<file path="src/rtl/approx_pkg.sv">
// Shared types and defaults for the approximate arithmetic units.
// Used by approx_seq_divider and its masked subtractor.
package approx_pkg;

    localparam int DW_DEF     = 16;
    localparam int VW_DEF     = 8;
    localparam int MASK_W_DEF = 4;

    typedef enum logic [1:0] {
        IDLE = 2'd0,
        RUN  = 2'd1,
        DONE = 2'd2
    } div_state_e;

    typedef logic [MASK_W_DEF-1:0] mask_t;

endpackage

</file>
<file path="src/rtl/approx_masked_sub.sv">
// Ripple-borrow subtractor a - b whose low MASK_W bits can drop the
// borrow-in under mask control; upper bits are always exact.
module approx_masked_sub
    import approx_pkg::*;
#(
    parameter int W      = VW_DEF + 1,
    parameter int MASK_W = MASK_W_DEF
) (
    input  logic [W-1:0]      a_i,
    input  logic [W-1:0]      b_i,
    input  logic [MASK_W-1:0] mask_i,
    output logic [W-1:0]      diff_o,
    output logic              borrow_o
);

    logic [W-1:0] exact;

    assign exact = {{(W-MASK_W){1'b1}}, mask_i};

    always_comb begin
        logic bw;
        bw     = 1'b0;
        diff_o = '0;
        for (int i = 0; i < W; i++) begin
            if (exact[i]) begin
                diff_o[i] = a_i[i] ^ b_i[i] ^ bw;
                bw        = (~a_i[i] & b_i[i]) | (~(a_i[i] ^ b_i[i]) & bw);
            end else begin
                diff_o[i] = a_i[i] ^ b_i[i];
                bw        = ~a_i[i] & b_i[i];
            end
        end
        borrow_o = bw;
    end

endmodule

</file>
<file path="src/rtl/approx_seq_divider.sv">
// Restoring divider, one quotient bit per cycle, with masked subtractor.
// Optional APPROX_DIV_EARLY_EXIT_EN: finish at once when dividend < divisor.
module approx_seq_divider
    import approx_pkg::*;
#(
    parameter int DW     = DW_DEF,
    parameter int VW     = VW_DEF,
    parameter int MASK_W = MASK_W_DEF
) (
    input  logic              clk,
    input  logic              rst_n,
    input  logic              in_valid,
    output logic              in_ready,
    input  logic [DW-1:0]     dividend,
    input  logic [VW-1:0]     divisor,
    input  logic [MASK_W-1:0] mask_x,
    output logic              out_valid,
    input  logic              out_ready,
    output logic [DW-1:0]     quotient,
    output logic [VW-1:0]     remainder,
    output logic              div_zero
);

    localparam int CW = $clog2(DW);

    div_state_e        state_q, state_d;
    logic [CW-1:0]     cnt_q, cnt_d;
    logic [DW-1:0]     dvd_q, dvd_d;
    logic [VW-1:0]     dvs_q, dvs_d;
    logic [MASK_W-1:0] mask_q, mask_d;
    logic [VW-1:0]     r_q, r_d;
    logic [DW-1:0]     quo_q, quo_d;
    logic              dz_q, dz_d;

    logic [VW:0]       r_shift;
    logic [VW:0]       sub_diff;
    logic              sub_borrow;
    logic              unused_diff_msb;

    // A non-restored remainder never exceeds VW bits, so the MSB is dropped.
    assign r_shift         = {r_q, dvd_q[cnt_q]};
    assign unused_diff_msb = sub_diff[VW];

    approx_masked_sub #(
        .W      (VW + 1),
        .MASK_W (MASK_W)
    ) u_sub (
        .a_i      (r_shift),
        .b_i      ({1'b0, dvs_q}),
        .mask_i   (mask_q),
        .diff_o   (sub_diff),
        .borrow_o (sub_borrow)
    );

    always_comb begin
        state_d = state_q;
        cnt_d   = cnt_q;
        dvd_d   = dvd_q;
        dvs_d   = dvs_q;
        mask_d  = mask_q;
        r_d     = r_q;
        quo_d   = quo_q;
        dz_d    = dz_q;
        unique case (state_q)
            IDLE: begin
                if (in_valid) begin
                    dvd_d  = dividend;
                    dvs_d  = divisor;
                    mask_d = mask_x;
                    r_d    = '0;
                    quo_d  = '0;
                    dz_d   = 1'b0;
                    if (divisor == '0) begin
                        state_d = DONE;
                        quo_d   = '1;
                        r_d     = dividend[VW-1:0];
                        dz_d    = 1'b1;
`ifdef APPROX_DIV_EARLY_EXIT_EN
                    end else if (dividend < {{(DW-VW){1'b0}}, divisor}) begin
                        state_d = DONE;
                        r_d     = dividend[VW-1:0];
`endif
                    end else begin
                        state_d = RUN;
                        cnt_d   = CW'(DW - 1);
                    end
                end
            end
            RUN: begin
                r_d   = sub_borrow ? r_shift[VW-1:0] : sub_diff[VW-1:0];
                quo_d = {quo_q[DW-2:0], ~sub_borrow};
                if (cnt_q == '0) begin
                    state_d = DONE;
                end else begin
                    cnt_d = cnt_q - CW'(1);
                end
            end
            DONE: begin
                if (out_ready) begin
                    state_d = IDLE;
                    dz_d    = 1'b0;
                end
            end
            default: state_d = IDLE;
        endcase
    end

    always_ff @(posedge clk or negedge rst_n) begin
        if (!rst_n) begin
            state_q <= IDLE;
            cnt_q   <= '0;
            dvd_q   <= '0;
            dvs_q   <= '0;
            mask_q  <= '0;
            r_q     <= '0;
            quo_q   <= '0;
            dz_q    <= 1'b0;
        end else begin
            state_q <= state_d;
            cnt_q   <= cnt_d;
            dvd_q   <= dvd_d;
            dvs_q   <= dvs_d;
            mask_q  <= mask_d;
            r_q     <= r_d;
            quo_q   <= quo_d;
            dz_q    <= dz_d;
        end
    end

    assign in_ready  = (state_q == IDLE);
    assign out_valid = (state_q == DONE);
    assign quotient  = quo_q;
    assign remainder = r_q;
    assign div_zero  = dz_q;

endmodule
</file>
<file path="config.mk">
export PLATFORM = sky130hd
export DESIGN_NAME = approx_seq_divider
export DESIGN_NICKNAME = d
export VERILOG_FILES = /design/src/rtl/approx_pkg.sv /design/src/rtl/approx_masked_sub.sv /design/src/rtl/approx_seq_divider.sv
export SDC_FILE = /design/constraint.sdc
export NUM_CORES = 1
export LEC_CHECK = 0
export CORE_UTILIZATION = 45
export CTS_BUF_LIST = sky130_fd_sc_hd__clkbuf_8
export DETAILED_ROUTE_END_ITERATION = 8
export GPL_ROUTABILITY_DRIVEN = 0
export PLACE_DENSITY = 0.8
export SYNTH_ARGS = -nofsm -noshare
export SYNTH_HDL_FRONTEND = slang
export SYNTH_HIERARCHICAL = 1
export SYNTH_SLANG_ARGS = --single-unit
</file>
<file path="constraint.sdc">
create_clock -name clk -period 7.5 [get_ports clk]
set_input_delay 0.75 -clock clk [delete_from_list [all_inputs] [get_ports clk]]
set_output_delay 0.75 -clock clk [all_outputs]
set_load 0.02 [all_outputs]
</file>
### Yosys cells after proc, flatten, opt, wreduce, memory -nomap -nowiden

Cells that the tools add are included.

| storage, ports and cells | value |
|---|---|
| register bits after elaboration | 59 |
| bits of input ports | 32 |
| output and inout port bits | 27 |

| operators by class | value |
|---|---|
| add/subtract/negate cells | 1 |
| order comparisons | 1 |
| equality and inequality tests | 7 |
| multiplexer cells | 28 |
| bitwise logic cells | 55 |
| reduce and logical (&&, ||, !) cells | 10 |

Operators with widths:

| cell | number |
|---|---|
| $mux 16 | 2 |
| $pmux 16 s2 | 1 |
| $mux 8 | 3 |
| $not 1->1 | 17 |
| $and 1x1->1 | 16 |
| $pmux 8 s2 | 1 |
| $xor 1x1->1 | 15 |
| $mux 4 | 3 |
| $mux 1 | 10 |
| $logic_not 8->1 | 1 |
| $mux 2 | 4 |
| $ne 2x2->1 const B | 4 |
| $pmux 4 s2 | 1 |
| $or 1x1->1 | 7 |
| $pmux 2 s3 | 1 |
| $reduce_and 3->1 | 2 |
| $lt 4x5->1 const B | 1 |
| $bmux 1 s4 | 1 |
| $logic_not 4->1 | 1 |
| $reduce_and 2->1 | 2 |
| $reduce_and 4->1 | 1 |
| $reduce_bool 2->1 | 2 |
| $sub 4x1->4 const B | 1 |
| $eq 2x1->1 const B | 1 |
| other kinds (4) | 4 |

### Logic depth before layout (Yosys ltp)

Gate-level depths: netlist of run 1.

| logic depth | value |
|---|---|
| depth in word-level cells | 24 |
| gate-level depth with buffers | 25 |
| gate-level depth less buffers | 23 |

### By module

Netlist of run 1, hierarchy kept.

By module, submodules not included:

| module | instances | cells each | area each (um^2) |
|---|---|---|---|
| approx_seq_divider | 1 | 228 | 2715.1 |
| approx_masked_sub | 1 | 34 | 345.3 |

### Least setup slack after synthesis of run 1

OpenSTA, ideal clock, no wires.

| path | value |
|---|---|
| kind | reg2reg |
| from | register cnt_q[2] |
| to | register r_q[4], in the netlist remainder[4] |
| arrival time | 5.498 ns |
| data required time | 7.363 ns |
| setup slack | 1.865 ns |
| cell stages (with the launch flop) | 26 |
| buffers on the path | 2 |
| clock period less this slack | 5.635 ns |
| cell sequence | dfrtp_1 -> buf_6 -> mux4_1 -> mux2_2 -> mux2i_4 -> inv_1 -> inv_1 -> ha_1 -> fa_1 -> mux2_4 -> fa_1 -> mux2_4 -> fa_1 -> mux2_4 -> fa_1 -> fa_1 -> fa_1 -> fa_1 -> inv_1 -> fa_1 -> inv_1 -> clkbuf_1 -> mux2i_1 -> nor2_1 -> a21oi_1 -> a21oi_1 |

| on the way | value |
|---|---|
| cells in the longest elaborated chain, start to end | 24 |
| elaborated cells on any way between the ends | 25 |
| classes of those cells | mux: 7; bitwise: 18 |

RTL lines:

| item | line | source |
|---|---|---|
| start: declaration | approx_seq_divider.sv:27 | `logic [CW-1:0] cnt_q, cnt_d;` |
| start signal: assignment | approx_seq_divider.sv:120 | `cnt_q <= cnt_d;` |
| $bmux 1 s4 | approx_seq_divider.sv:41 | `assign r_shift = {r_q, dvd_q[cnt_q]};` |
| $mux 1 (implied by the code) | approx_seq_divider.sv:41 |  |
| named net r_shift[0] | approx_seq_divider.sv:35 | `logic [VW:0] r_shift;` |
| $not 1->1 | approx_masked_sub.sv:27, approx_masked_sub.sv:30 |  |
| $and 1x1->1 | approx_masked_sub.sv:27, approx_masked_sub.sv:30 |  |
| $and 1x1->1 | approx_masked_sub.sv:27 | `bw = (~a_i[i] & b_i[i]) \| (~(a_i[i] ^ b_i[i]) & bw);` |
| $or 1x1->1 | approx_masked_sub.sv:27 |  |
| $mux 1 | approx_masked_sub.sv:25 | `if (exact[i]) begin` |
| (+10 left out) | -- |  |
| $and 1x1->1 | approx_masked_sub.sv:27 |  |
| $or 1x1->1 | approx_masked_sub.sv:27 |  |
| $and 1x1->1 | approx_masked_sub.sv:27 |  |
| $or 1x1->1 | approx_masked_sub.sv:27 |  |
| $and 1x1->1 | approx_masked_sub.sv:27 |  |
| named net sub_borrow | approx_seq_divider.sv:37 | `logic sub_borrow;` |
| $mux 8 | approx_seq_divider.sv:90 | `r_d = sub_borrow ? r_shift[VW-1:0] : sub_diff[VW-1:0];` |
| $pmux 8 s2 | approx_seq_divider.sv:64 | `unique case (state_q)` |
| end signal: assignment | approx_seq_divider.sv:124 | `r_q <= r_d;` |
| end: declaration | approx_seq_divider.sv:31 | `logic [VW-1:0] r_q, r_d;` |

The timed path passes the listed nets, and every way through them passes these cells. The select of a mux whose other input is x is not followed.
A chain may end at the register's enable or synchronous reset.

### Worst setup path in the final report of run 1

| path | value |
|---|---|
| from | register cnt_q[2] |
| to | register r_q[7], in the netlist remainder[7] |

Same word-level chain as after synthesis.

==> metrics.txt, run 1 <==
status=complete, but fails checks; failing checks=design-rule violations; Worst-path clk slew=0.07 ns; Num CTS Buffers=9; Yosys warnings=6; final WL=6120 um; Ports=59; CTS tree=built; syn_nets=305; n_diodes=0; RSZ-0062 raised after global routing=no; pwr dens=507 nW/um^2; Pleak=1.66 nW; die area=7050 sq um; Fin. Hold Viols=0; CP Capture Type=flip-flop; clock root buffer=clkbuf_8; number of hold buffers added after cts=0; Worst Tran Pin Value=0.941 ns; first-pass GRT wire length=10,600 um; final cell count without fillers=390; GR Overflow Total=0; Core Footprint=6420 sq um; Worst setup SP type=flip-flop; HP Class=flip-flop to flip-flop; GRT Total Usage=19.4%; Starting Density=47.1%; H-Tree Depth=3; crit path DAT=6.26 ns; Clock Path Buffers=2; Cells after Synth=260; TNS Setup=0 ns; CTS-repair resized insts=0; dpl cells=374; Tmin final=6.08 ns; VDD IR max=284 uV; initial antenna violation count=0; Post-Syn Area=3020 sq um; post-route ant nets=0; vias in the first global route=2,204; drt first-iter violations=99; DP HPWL=4380 um; relative slew slack=37.3%; Setup Buffers After CTS=0; crit path max fanout=10; P&R area growth vs syn=25.4%; max-slew violation count=0; Crit Path Category=flip-flop to flip-flop; # DRC=14; register cell area after layout=1450 sq um; via count=2,099; routed len/inst=15.7 um; Fillers=518; PortBufs=57; ratio of cells with drive above 1 in the final layout=18.5%; max cap viols=0; Data required, critical path=7.69 ns; Final period util=81.0%; Finish-stage setup viols=0; Die Span X=84.0 um; clock network latency to the later pin of the worst-skew pair=0.34 ns; footprint of the multi-input gates=1370 sq um; Vias per Instance=5.38; Pwr Total=0.00192 W; First-pass DRT Iterations=7; Die Ht=84.0 um; clock sinks=58; Avg Cell Area, Syn=11.6 sq um; fmax=0.165 GHz; Setup Skew=0.0117 ns; largest net degree at the start of global routing=59; row count=29; fin nets=353; Util after Layout=59.1%
metal layers:
layer | vias to the layer above | share of wire [%] | GRT usage, %
li1 | 987 | - | -
met1 | 1037 | 45 | 26.1
met2 | 61 | 49 | 29.7
met3 | 14 | 4.5 | 5.54
met4 | 0 | 1.7 | 7.68
met5 | - | 0 | 0
area by class of cell:
cell class | count | share of cell area [%]
Multi-Input combinational cell | 159 | 36.1
Timing Repair Buffer | 59 | 15.3
Sequential cell | 58 | 38.3
Tap cell | 77 | 2.54
Clock buffer | 12 | 4.35
Clock inverter | 4 | 1.32
Inverter | 21 | 2.08
state kept, by name, summed over array words and instances (netlist names):
name and cells:
cnt_q 4, dvd_q 16, mask_q 3, dvs_q 8, quotient 16, remainder 8, div_zero 1, state_q 2
worst max-delay path, stage by stage, from the launching register on:
cell and delay, ns:
dfrtp_1 0.49, mux4_1 0.39, mux2_2 0.18, mux2i_4 0.08, inv_1 0.06, inv_1 0.04
ha_1 0.20, fa_1 0.36, mux2_4 0.27, fa_1 0.36, mux2_4 0.27, fa_1 0.36
mux2_4 0.27, fa_1 0.38, fa_1 0.40, fa_1 0.39, fa_1 0.37, inv_1 0.08
fa_1 0.17, inv_1 0.21, mux2i_1 0.24, nor2_1 0.07, a21oi_1 0.19, a21oi_1 0.09
path summary, 6_finish.rpt:
check                                startpoint                       end  slack, ns  cells after the start
max                        cnt_q[2]$_DFFE_PN0P_  remainder[7]$_DFFE_PN0P_       1.42                     23
min                        dvd_q[5]$_DFFE_PN0P_      dvd_q[5]$_DFFE_PN0P_       0.50                      1
max reg2reg                cnt_q[2]$_DFFE_PN0P_  remainder[7]$_DFFE_PN0P_       1.42                     23
min reg2reg                dvd_q[5]$_DFFE_PN0P_      dvd_q[5]$_DFFE_PN0P_       0.50                      1
max in group asynchronous                 rst_n      cnt_q[1]$_DFFE_PN0P_       6.47                      2
min in group asynchronous                 rst_n   quotient[9]$_DFFE_PN0P_       0.53                      2
stage by stage:
stage / hold WS (ns) / worst slack (ns) / instance area, sq um
finish: 0.504 / 1.42 / 3790
global route: 0.518 / 1.17 / 3790
global placement: 0.483 / 1.62 / 3580
detailed placement: 0.490 / 1.46 / 3580
CTS: 0.504 / 1.39 / 3790
floorplan: 0.454 / 1.86 / 3020
cells in the final DEF (no fill, tap or decap), types with 2 or more instances in the layout:
cell             instances
dfrtp_1                 58
clkdlybuf4s50_1         56
nor2_1                  37
mux2_2                  29
inv_1                   22
a21oi_1                 16
o22ai_1                 15
mux2i_1                 12
clkbuf_8                12
fa_1                     8
ha_1                     5
mux4_1                   4
nand2_1                  4
nor2b_1                  3
mux2_4                   3
nor4_2                   2
nand3_1                  2
buf_4                    2
power by group:
| group | switching, W | internal (W) | total (W) |
|---|---|---|---|
| Combinational | 0.000493 | 0.000510 | 0.00100 |
| Sequential | 0.000140 | 0.000477 | 0.000617 |
| Clock | 0.000124 | 0.000180 | 0.000304 |
Note: power is estimated with default switching activity, not from simulation.
==> run 2, diff against run 1 <==
==> constraint.sdc (replaced) <==
create_clock -name clk -period 6 [get_ports clk]
set_input_delay 0.6 -clock clk [delete_from_list [all_inputs] [get_ports clk]]
set_output_delay 0.6 -clock clk [all_outputs]
set_load 0.02 [all_outputs]
==> run 2 against run 1 <==
Against the previous run:
- the flow still finishes with violations (design-rule violations)
- utilization rose by 0.27 points
- flip-flop and latch count is the same
- clock skew decreased by 0.0055 ns
- critical path type unchanged
- combinational power grew 33%
- sequential power increased by 26%
- register-to-register slack got worse by 1.2 ns
- sequential share of layout area decreased by 0.14 points
- cell area grew 0.46%
- final cell count increased by 0.77%
- non-clock buffer count increased by 3
- worst hold slack worse by 0.10 ns
==> metrics.txt, run 2 (same netlist as run 1, synthesis figures left out) <==
status=complete, but fails checks; failing checks=design-rule violations; GR Overflow Total=0; max-slew violation count=0; FF-to-FF Start=cnt_q[2]$_DFFE_PN0P_; # DRC=14; Starting Density=47.1%; max cap viols=0; via count=2,142; GRT Total Usage=19.7%; ratio of cells with drive above 1 in the final layout=23.4%; CP startpoint=cnt_q[2]$_DFFE_PN0P_; clock sinks=58; First-pass DRT Iterations=7; vias in the first global route=2,186; Worst setup SP type=flip-flop; dpl cells=375; P&R area growth vs syn=26.0%; post-route ant nets=0; fin nets=356; Clock Path Buffers=2; Data required, critical path=6.18 ns; pwr dens=636 nW/um^2; most common cell after layout, fill and taps aside=dfrtp_1; Setup Skew=0.00612 ns; n_diodes=0; row count=29; Die Ht=84.0 um; clock root buffer=clkbuf_8; Core Footprint=6420 sq um; R2R depth=24; CTS tree=built; DP HPWL=4380 um; reg-to-reg setup timing slack=0.22 ns; CP Capture Type=flip-flop; routed len/inst=15.7 um; footprint of the multi-input gates=1390 sq um; Pleak=1.64 nW; commonest non-fill, non-tap cells in the layout=dfrtp_1, clkdlybuf4s50_1, nor2_1; die area=7050 sq um; VDD IR max=315 uV; Worst Tran Pin Value=0.941 ns; RR Endpoint=remainder[3]$_DFFE_PN0P_; drt first-iter violations=135; Ports=59; Worst-path clk slew=0.07 ns; PortBufs=57; Num CTS Buffers=9; H-Tree Depth=3; Vias per Instance=5.45; number of hold buffers added after cts=0; crit path DAT=5.96 ns; fmax=0.173 GHz; clock network latency to the later pin of the worst-skew pair=0.33 ns; Tmin final=5.78 ns; final cell count without fillers=393; Fillers=531; Fin. Hold Viols=0; final WL=6160 um; RSZ-0062 raised after global routing=no; Die Span X=84.0 um; relative slew slack=37.3%; crit path max fanout=5; Final period util=96.4%; Setup Slack @ Placement=-0.0379 ns; largest net degree at the start of global routing=59; Util after Layout=59.3%; HP Class=primary input to async pin; Setup WS post-layout=0.218 ns; Crit Path Category=flip-flop to flip-flop; Finish-stage setup viols=0; register cell area after layout=1450 sq um; CP Capture Point=remainder[3]$_DFFE_PN0P_; first-pass GRT wire length=10,700 um; initial antenna violation count=0
run 2: worst min path at each step:
stage                     depth (start not counted)                      end            startpoint
after global placement                            1     dvd_q[5]$_DFFE_PN0P_  dvd_q[5]$_DFFE_PN0P_
after CTS                                         2  quotient[9]$_DFFE_PN0P_                 rst_n
after floorplan                                   0     cnt_q[0]$_DFFE_PN0P_                 rst_n
after global routing                              2    mask_q[3]$_DFFE_PN0P_                 rst_n
final                                             2  quotient[9]$_DFFE_PN0P_                 rst_n
after detailed placement                          1     dvd_q[3]$_DFFE_PN0P_  dvd_q[3]$_DFFE_PN0P_
run 2: per-layer routing:
layer	share of wire [%]	wire (um)	vias to the layer above	global-route usage, %
met5	0	0	-	0
met4	2.4	146	0	8.78
met3	5.7	354	15	4.95
met2	47	2890	84	29.8
met1	45	2770	1054	26.9
li1	-	-	989	-
run 2: metrics by stage:
step	total power, W	hold WS (ns)	TNS, ns	cell area [sq um]
global route	0.00262	0.459	0	3810
floorplan	0.00167	0.304	0	3020
finish	0.00243	0.404	0	3810
detailed placement	0.00204	0.493	-0.0379	3590
global placement	0.00196	0.483	0	3590
CTS	0.00241	0.424	0	3790
run 2: worst max-delay path, cell delays in order (launching register included):
cell,delay (ns)
dfrtp_2,0.46
mux4_2,0.35
mux2_4,0.16
mux2i_4,0.07
inv_1,0.07
inv_1,0.04
ha_2,0.18
fa_1,0.36
mux2_4,0.28
fa_1,0.35
mux2_4,0.27
fa_2,0.33
mux2_4,0.27
fa_2,0.34
fa_2,0.35
fa_2,0.36
fa_2,0.34
inv_2,0.07
fa_2,0.23
clkinvlp_4,0.13
buf_4,0.16
mux2i_2,0.16
nor2_1,0.06
a21oi_1,0.17
a21oi_1,0.08
run 2: where the power goes:
group | switching (W) | total [W] | internal [W]
logic | 0.000639 | 0.00133 | 0.000695
registers | 0.000181 | 0.000778 | 0.000597
clock network | 0.000156 | 0.000313 | 0.000157
run 2: area by class of cell:
| class | count | share of cell area, % |
|---|---|---|
| inverters | 21 | 2.17 |
| clock inverters | 6 | 0.886 |
| flip-flops and latches | 58 | 38.1 |
| clock buffers | 10 | 3.61 |
| repair buffers | 62 | 16.2 |
| well taps | 77 | 2.53 |
| multi-input cells | 159 | 36.5 |
run 2: what timing repair did:
item                                    4_1_cts  5_1_grt
buffers inserted                              2        0
pin swaps                                     0        1
endpoints found under the setup margin        5        8
gates resized for setup                       4       11
==> run 3, diff against run 2 <==
--- a/config.mk
+++ b/config.mk
@@ -5,11 +5,13 @@
 export SDC_FILE = /design/constraint.sdc
 export NUM_CORES = 1
 export LEC_CHECK = 0
-export CORE_UTILIZATION = 45
+export CELL_PAD_IN_SITES_DETAIL_PLACEMENT = 2
+export CELL_PAD_IN_SITES_GLOBAL_PLACEMENT = 2
+export CORE_UTILIZATION = 35
 export CTS_BUF_LIST = sky130_fd_sc_hd__clkbuf_8
 export DETAILED_ROUTE_END_ITERATION = 8
 export GPL_ROUTABILITY_DRIVEN = 0
-export PLACE_DENSITY = 0.8
+export PLACE_DENSITY = 0.91
 export SYNTH_ARGS = -nofsm -noshare
 export SYNTH_HDL_FRONTEND = slang
 export SYNTH_HIERARCHICAL = 1
==> constraint.sdc (replaced) <==
create_clock -name clk -period 5.84 [get_ports clk]
set_input_delay 0.584 -clock clk [delete_from_list [all_inputs] [get_ports clk]]
set_output_delay 0.584 -clock clk [all_outputs]
set_load 0.02 [all_outputs]
==> run 3 against run 2 <==
Against the previous run:
- the run now ends clean
- first-iteration DRC count down 58%
- utilization down 13 points
- largest power group unchanged
- routed wire length up 36%
- via count up 3.5%
- worst setup slack worse by 0.084 ns
- clock power up 15%
- register-to-register slack worse by 0.08 ns
==> metrics.txt, run 3 (same netlist as run 1, synthesis figures left out) <==
drt first-iter violations=57; largest net degree at the start of global routing=59; RR Endpoint=remainder[4]$_DFFE_PN0P_; VDD IR max=217 uV; CTS tree=built; crit path max fanout=10; M1 WL=3600 um; CP delay by family, top=adder cells; Finish-stage setup viols=0; clock network latency to the later pin of the worst-skew pair=0.35 ns; HP Class=primary input to async pin; reg-to-reg setup timing slack=0.13 ns; Clock Path Buffers=2; post-route ant nets=0; clock sinks=58; Worst path max stage delay=0.45 ns; CP Capture Type=flip-flop; TNS Setup=0 ns; Tmin final=5.71 ns; GRT Total Usage=20.9%; status=finished, final reports clean; max cap viols=0; max-slew violation count=0; Setup Slack @ Placement=-0.167 ns; Final period util=97.7%; # DRC=0; crit-path most repeated cell=fa_2; Ports=59; Vias per Instance=5.24; number of hold buffers added after cts=0; hold_ws=0.391 ns; GR Overflow Total=0; DP HPWL=5990 um; Critical Path Slowest Stage Cell=dfrtp_2; ratio of cells with drive above 1 in the final layout=24.8%; First-pass DRT Iterations=4; Pleak=1.66 nW; initial antenna violation count=0; DR WL met3=202 um; number of cells on the critical path=24; n_diodes=0; Core Footprint=8300 sq um; R2R depth=24; Crit Path Category=flip-flop to flip-flop; FF-to-FF Start=cnt_q[2]$_DFFE_PN0P_; pwr dens=685 nW/um^2; relative slew slack=33.5%; DR top layer=met4; Worst-path clk slew=0.06 ns; RSZ-0062 raised after global routing=yes; met2 wire length=4420 um; clock root buffer=clkbuf_8; design area=3880 sq um; Die Span X=95.0 um; routed len/inst=19.8 um; vias in the first global route=2,511; most common cell after layout, fill and taps aside=dfrtp_1; first-pass GRT wire length=13,700 um; Die Ht=95.0 um; row count=33; Setup WS post-layout=0.133 ns; Fin. Hold Viols=0; Worst setup SP type=flip-flop; Setup Skew=0.00949 ns; CP bufs+invs=5; post-placement cell area=3640 sq um; P&R area growth vs syn=28.4%; die area=9020 sq um; PortBufs=57; Starting Density=36.4%; fmax=0.175 GHz; final WL=8370 um; Fillers=832; CP startpoint=cnt_q[2]$_DFFE_PN0P_; Num CTS Buffers=9; Cell Chain, Critical Path=mux4_2 > mux2_4 > mux2i_4 > inv_1 > inv_1 > ha_2 > fa_2 > mux2_4 > fa_2 > mux2_4 > fa_2 > mux2_4 > fa_2 > fa_2 > fa_2 > fa_2 > inv_2 > fa_2 > clkinvlp_4 > buf_12 > mux2i_1 > nor2_1 > a21oi_1 > a21oi_1; Pwr Total=0.00266 W; crit path DAT=5.90 ns; Data required, critical path=6.04 ns; fin nets=358; Worst Tran Pin Value=0.998 ns; H-Tree Depth=3; via count=2,218; commonest non-fill, non-tap cells in the layout=dfrtp_1, clkdlybuf4s50_1, nor2_1
==> run 3: layout make-up <==
class	count	area (sq um)	area share, %
Timing Repair Buffer	64	631	16.2
Clock buffer	9	124	3.19
Sequential cell	58	1450	37.4
Clock inverter	7	61.3	1.58
Tap cell	105	131	3.38
Inverter	21	82.6	2.13
Multi-Input combinational cell	159	1400	36.1
==> run 3: worst max-delay path by stage <==
| stage | end | slack [ns] |
|---|---|---|
| after floorplan | remainder[4]$_DFFE_PN0P_ | 0.20 |
| after global placement | remainder[7]$_DFFE_PN0P_ | 0.01 |
| after detailed placement | remainder[4]$_DFFE_PN0P_ | -0.17 |
| after CTS | remainder[4]$_DFFE_PN0P_ | 0.006 |
| after global routing | remainder[2]$_DFFE_PN0P_ | -0.07 |
| final | remainder[4]$_DFFE_PN0P_ | 0.13 |
==> run 3: timing repair <==
action | in CTS | in global routing
gates resized for setup | 11 | 7
setup endpoints to repair | 8 | 8
pin swaps | 1 | 1
buffers inserted | 1 | 0
==> run 3: metrics by stage <==
stage | utilization, % | instances
final | 46.8 | 423
after global routing | 46.8 | 423
after CTS | 46.6 | 423
after detailed placement | 43.9 | 406
after global placement | 43.9 | 406
after floorplan | - | 260
==> run 3: power breakdown <==
group / leakage, nW / internal (W) / switching, W / total, W
registers: 0.678 / 0.000613 / 0.000200 / 0.000814
clock network: 0.100 / 0.000192 / 0.000168 / 0.000360
logic: 0.884 / 0.000737 / 0.000749 / 0.00149
total: 1.66 / 0.00154 / 0.00112 / 0.00266
==> run 3: worst register-to-register path: stages (launching register included) <==
cell and delay, ns:
dfrtp_2 0.45, mux4_2 0.35, mux2_4 0.16, mux2i_4 0.08, inv_1 0.07, inv_1 0.05, ha_2 0.18, fa_2 0.33
mux2_4 0.27, fa_2 0.32, mux2_4 0.27, fa_2 0.32, mux2_4 0.27, fa_2 0.34, fa_2 0.35, fa_2 0.34
fa_2 0.35, inv_2 0.07, fa_2 0.22, clkinvlp_4 0.10, buf_12 0.15, mux2i_1 0.17, nor2_1 0.07, a21oi_1 0.19
a21oi_1 0.09
==> run 3: routing by layer <==
| layer | up-vias | global-route usage, % |
|---|---|---|
| met2 | 38 | 35.9 |
| li1 | 997 | - |
| met4 | 0 | 7.32 |
| met1 | 1170 | 25.6 |
| met3 | 13 | 4.91 |
| met5 | - | 0 |
